==> src/rtl/sprite_motion_ctrl.sv <==
// Sprite position controller: held direction keys move a registered sprite
// coordinate at a ramping speed, with wrap or clamp handling at playfield edges.
module sprite_motion_ctrl #(
   parameter int W           = 10,
   parameter int H_RES       = 320,
   parameter int V_RES       = 240,
   parameter int SPR_W       = 16,
   parameter int SPR_H       = 16,
   parameter int INIT_H      = 0,
   parameter int INIT_V      = 0,
   parameter int TICK_DIV    = 4,
   parameter int ACCEL_TICKS = 8,
   parameter int MAX_STEP    = 4
) (
   input  logic                              clk,
   input  logic                              rst,
   input  logic                              A_signal,
   input  logic                              D_signal,
   input  logic                              W_signal,
   input  logic                              S_signal,
   input  logic                              wrap_en,
   output logic [W-1:0]                      pos_h,
   output logic [W-1:0]                      pos_v,
   output logic [$clog2(MAX_STEP+1)-1:0]     step,
   output logic                              moving,
   output logic                              edge_h,
   output logic                              edge_v
);
   // state    | meaning
   // S_IDLE   | no effective direction, step = 1
   // S_ACCEL  | direction held, step ramps every ACCEL_TICKS moves
   // S_CRUISE | direction held, step = MAX_STEP
   typedef enum logic [1:0] {S_IDLE, S_ACCEL, S_CRUISE} state_t;

   localparam int SW    = $clog2(MAX_STEP + 1);
   localparam int TW    = (TICK_DIV > 1) ? $clog2(TICK_DIV) : 1;
   localparam int AW    = $clog2(ACCEL_TICKS + 1);
   localparam int MAX_H = H_RES - SPR_W;
   localparam int MAX_V = V_RES - SPR_H;

   state_t        state;
   logic [TW-1:0] tick_cnt;
   logic [AW-1:0] accel_cnt;
   logic          tick;
   logic          h_inc, h_dec, v_inc, v_dec, any_dir;
   logic [W:0]    h_nxt, v_nxt;

   // Returns {edge_hit, new_pos}; arithmetic is one bit wider than the coordinate.
   function automatic logic [W:0] axis_next(input logic [W-1:0] pos, input logic inc,
                                            input logic dec, input logic [SW-1:0] stp,
                                            input logic wrap, input int max);
      logic [W:0] p, s, mx, r;
      logic       hit;
      p   = {1'b0, pos};
      s   = (W+1)'(stp);
      mx  = (W+1)'(max);
      r   = p;
      hit = 1'b0;
      if (inc) begin
         r = p + s;
         if (r > mx) begin
            hit = 1'b1;
            r   = wrap ? (r - mx - (W+1)'(1)) : mx;
         end
      end else if (dec) begin
         if (p < s) begin
            hit = 1'b1;
            r   = wrap ? (p + mx + (W+1)'(1) - s) : '0;
         end else begin
            r = p - s;
         end
      end
      return {hit, r[W-1:0]};
   endfunction

   always_comb begin
      tick    = (tick_cnt == TW'(TICK_DIV - 1));
      h_inc   = A_signal & ~D_signal;
      h_dec   = D_signal & ~A_signal;
      v_inc   = W_signal & ~S_signal;
      v_dec   = S_signal & ~W_signal;
      any_dir = h_inc | h_dec | v_inc | v_dec;
      h_nxt   = axis_next(pos_h, h_inc, h_dec, step, wrap_en, MAX_H);
      v_nxt   = axis_next(pos_v, v_inc, v_dec, step, wrap_en, MAX_V);
   end

   always_ff @(posedge clk) begin
      if (!rst) begin
         pos_h     <= W'(INIT_H);
         pos_v     <= W'(INIT_V);
         step      <= SW'(1);
         moving    <= 1'b0;
         edge_h    <= 1'b0;
         edge_v    <= 1'b0;
         tick_cnt  <= '0;
         accel_cnt <= '0;
         state     <= S_IDLE;
      end else begin
         moving   <= 1'b0;
         edge_h   <= 1'b0;
         edge_v   <= 1'b0;
         tick_cnt <= tick ? '0 : tick_cnt + TW'(1);
         if (tick) begin
            pos_h  <= h_nxt[W-1:0];
            pos_v  <= v_nxt[W-1:0];
            edge_h <= h_nxt[W];
            edge_v <= v_nxt[W];
            moving <= (h_nxt[W-1:0] != pos_h) || (v_nxt[W-1:0] != pos_v);
         end
         // Releasing every key (or full cancellation) drops speed even between ticks.
         if (!any_dir) begin
            state     <= S_IDLE;
            step      <= SW'(1);
            accel_cnt <= '0;
         end else if (tick) begin
            case (state)
               S_IDLE, S_ACCEL: begin
                  if (step == SW'(MAX_STEP)) begin
                     state <= S_CRUISE;
                  end else if (accel_cnt == AW'(ACCEL_TICKS - 1)) begin
                     accel_cnt <= '0;
                     step      <= step + SW'(1);
                     state     <= ((step + SW'(1)) == SW'(MAX_STEP)) ? S_CRUISE : S_ACCEL;
                  end else begin
                     accel_cnt <= accel_cnt + AW'(1);
                     state     <= S_ACCEL;
                  end
               end
               default: state <= S_CRUISE;
            endcase
         end
      end
   end
endmodule

==> config.mk <==
export PLATFORM = sky130hd
export DESIGN_NAME = sprite_motion_ctrl
export DESIGN_NICKNAME = d
export VERILOG_FILES = /design/src/rtl/sprite_motion_ctrl.sv
export SDC_FILE = /design/constraint.sdc
export NUM_CORES = 1
export LEC_CHECK = 0
export CAP_MARGIN = 20
export CORE_ASPECT_RATIO = 1.2
export CORE_UTILIZATION = 25
export DETAILED_ROUTE_END_ITERATION = 8
export SYNTH_ARGS = -nofsm -noshare
export SYNTH_HDL_FRONTEND = slang
export SYNTH_SLANG_ARGS = --single-unit
==> constraint.sdc <==
create_clock -name clk -period 11.5 [get_ports clk]
set_clock_uncertainty 0.1 [all_clocks]
set_input_delay 1.725 -clock clk [delete_from_list [all_inputs] [get_ports clk]]
set_output_delay 1.725 -clock clk [all_outputs]
set_load 0.02 [all_outputs]
==> out/metrics.csv <==
stage,metric,value,unit
timing,"Slew Viols, Final",0,
power_and_ir_drop,Net Sw Power,189.2,uW
place,Port Buf Inserts,32,
floorplan,die area,0.02195,mm^2
global_route,initial antenna violation count,0,
worst_setup_path,Critical Path AT,5.21,ns
layout,fin area,0.006040,mm^2
power_and_ir_drop,Flop pwr share,26.5,%
clock_network,Post-CTS Setup Inserts,0,
floorplan,Top Ports,33,
synth,"Seq/Total Area, Yosys",12.37,%
layout,layout cells sized above 1,5.062,%
layout,area grow syn2layout,13.10,%
synth,Yosys reg bits,33,
worst_setup_path,cell count along the critical path,13,
min_path,Hold Crit Depth,1,
worst_setup_path,reg2reg path depth,12,
timing,fin crit period,5.139,ns
timing,Least-Margin Pin Slew,1.008,ns
synth,Mapped Cells,726,
worst_setup_path,critical path startpoint,wrap_en,
worst_setup_path,"Critical Path, Cell by Cell","clkdlybuf4s50_1, buf_4, inv_1, buf_4, o21a_1, o311a_1, a2111oi_2, nor2_1, a311oi_1, o22ai_1, nor4_1, nand4_1, o311a_1",
timing,Slew HR,32.59,%
drt,DRT antenna net count,0,
drt,Routed WL per cell,19.19,um
timing,RSZ-0062 raised after global routing,no,
global_route,first-pass GRT wire length,31000,um
global_route,vias in the first global route,5612,
worst_setup_path,"Largest delay share family, worst path",compound AO/OA/AOI/OAI gates,
worst_setup_path,CP required,11.57,ns
layout,nets,795,
job,maxcap violations,0,
drt,Initial DRT Pass Iterations,5,
synth,synthesized area,0.005340,mm^2
synth,synthesized area per cell,7.356,um^2
power_and_ir_drop,Pleak,0.002311,uW
clock_network,Bufs on Longest Clock Path,2,
layout,fillers,2236,
worst_setup_path,CP Buf/Inv Count,4,
clock_network,post-CTS sizing,0,
worst_setup_path,critical path's slowest cell,a2111oi_2,
synth,fraction of registers with async set/reset,0,%
floorplan,Site Rows,58,
worst_setup_path,CP peak stage delay,0.58,ns
min_path,HP Start,tick_cnt[0],
place,GPL Wtd Cong,0.9034,
power_and_ir_drop,pwr/cell area,80.30,mW/mm^2
drt,initial DRC count,649,
floorplan,Die X,135.4,um
synth,"Primary FF master, synth",dfxtp_1,
layout,area of the multi-input gates,0.004339,mm^2
floorplan,CORE AREA,0.02097,mm^2
power_and_ir_drop,Comb power frac,40.6,%
clock_network,CTS Buf Count,5,
timing,Final Cycle Share,44.69,%
power_and_ir_drop,Sw Ratio,39.02,%
worst_setup_path,CP Launch Type,input port,
drt,# DRC,0,
worst_setup_path,crit end category,flop,
run_status,status,finished clean,
floorplan,Die H,162.1,um
synth,Netlist cell types,89,
clock_network,CTS tree,built,
layout,FF+latch area,660.6,um^2
synth,number of synthesis warnings,0,
timing,Final Hold Vio Count,0,
layout,fin util,28.80,%
worst_setup_path,Worst R2R Start,step[1],
global_route,grt ovf,0,
global_route,largest net degree at the start of global routing,40,
global_route,GRT Resource Usage Total,17.86,%
place,DPL Wire Length,14350,um
drt,via count,5722,
timing,setup TNS,0,ns
floorplan,Initial Util,25.46,%
place,placed cell area,0.005868,mm^2
clock_network,CTS Hold Bufs,0,
power_and_ir_drop,maximum vdd drop,0.07179,mV
worst_setup_path,critical setup path kind,in -> reg,
min_path,Hold WC Path Type,reg -> reg,
synth,Post-synth EDFFs,0,
clock_network,clock latency on the worst-skew pair,0.29,ns
clock_network,htree depth,2,
timing,Max Clock Freq,194.6,MHz
clock_network,root buffer cell,clkbuf_16,
drt,final wirelength,19210,um
drt,DR vias/cell,5.716,
clock_network,clock sinks,33,
layout,number of diodes,0,
power_and_ir_drop,clock share of power,33.0,%
clock_network,clock slew at reported path FFs,0.06,ns
power_and_ir_drop,"Power, Total",484.9,uW
timing,Finish-stage setup viols,0,
synth,Syn Nets,791,
power_and_ir_drop,Int Pwr,295.7,uW
worst_setup_path,"Max FO, Critical Path",39,
[synth_stat cells (all sizes together), types with 12 or more instances]
| cell | number | area share, % |
|---|---|---|
| nand4 | 15 | 1.8 |
| nand2 | 61 | 4.3 |
| nor2 | 54 | 3.8 |
| o21ai | 37 | 3.5 |
| nor3 | 21 | 2.0 |
| and3 | 16 | 1.9 |
| mux2i | 12 | 2.2 |
| ha | 52 | 12 |
| nand3 | 23 | 2.2 |
| inv | 41 | 2.9 |
| a21oi | 38 | 3.6 |
| a31oi | 17 | 2.0 |
| dfxtp | 33 | 12 |
| and2 | 12 | 1.4 |
| xnor2 | 34 | 5.7 |
| clkbuf | 31 | 2.2 |
[worst reg2reg max path: stages, from the launching register on]
cell and delay (ns):
dfxtp_1 0.62, inv_1 0.38, fa_1 0.55, o21bai_1 0.37, and2b_1 0.26, mux2i_1 0.32
nand3_1 0.33, a21o_1 0.40, a311o_1 0.44, and3_1 0.19, a211oi_1 0.34, nand4b_1 0.16
o311a_1 0.30
[layout make-up]
type | count | share of cell area (%)
Multi-Input combinational cell | 609 | 71.85
Sequential cell | 33 | 10.94
Timing Repair Buffer | 39 | 6.174
Tap cell | 270 | 5.594
Inverter | 42 | 2.610
Clock buffer | 5 | 2.072
Clock inverter | 3 | 0.7665
[stage by stage]
stage	cells	setup WS, ns	hold slack, ns
5_1_grt	1001	6.080	0.3490
3_5_place_dp	993	6.234	0.3182
3_3_place_gp	993	6.318	0.3136
2_1_floorplan	726	7.390	0.3033
6_report	1001	6.361	0.3277
4_1_cts	1001	6.502	0.3325
[sequential cells by signal, indices dropped and copies added (netlist names)]
name       cells
moving         1
pos_v         10
pos_h         10
tick_cnt       2
edge_h         1
accel_cnt      4
state          1
step           3
edge_v         1
[layout by cell type, fill, tap and decap left out, drive strengths merged, types with 8 or more instances in the layout]
cell type      count
a211oi            11
a21o               8
a21oi             38
a31oi             17
and2              12
and3              16
clkdlybuf4s50     32
dfxtp             33
ha                52
inv               41
mux2i             12
nand2             61
nand2b             9
nand3             23
nand4             15
nor2              54
nor2b             11
nor3              21
o211ai             9
o21a               8
o21ai             37
xnor2             34
xor2              11
[cells by family after synthesis]
kind of cell / Yosys count / share of synthesized area (%)
flops: 33 / 12.37
buf+inv: 84 / 6.373
fa+ha+maj: 58 / 14.43
mux: 12 / 2.249
xor+xnor: 45 / 7.521
simple gates: 267 / 26.03
compound gates: 227 / 31.02
[path summary, 6_finish.rpt]
path | endpoint | slack, ns
worst max-delay path | moving | 6.36
worst min-delay path | tick_cnt[0] | 0.33
worst max register to register | moving | 6.64
worst min register to register | tick_cnt[0] | 0.33
[power by group through the flow]
stage / registers (uW) / logic (uW) / clock network [uW]
after floorplan: 129 / 140 / 0
after global placement: 131 / 191 / 0
after detailed placement: 131 / 191 / 0
after CTS: 128 / 192 / 162
after global routing: 129 / 215 / 168
final: 128 / 197 / 160
[metal layers]
layer / vias to the layer above / share of wire (%) / global-route usage, %
met5: - / 0 / 0
met1: 2670 / 41 / 21.63
met3: 70 / 5.6 / 1.966
met2: 268 / 48 / 30.35
li1: 2714 / - / -
met4: 0 / 5.2 / 10.27
Power figures use the tool's default switching activity.
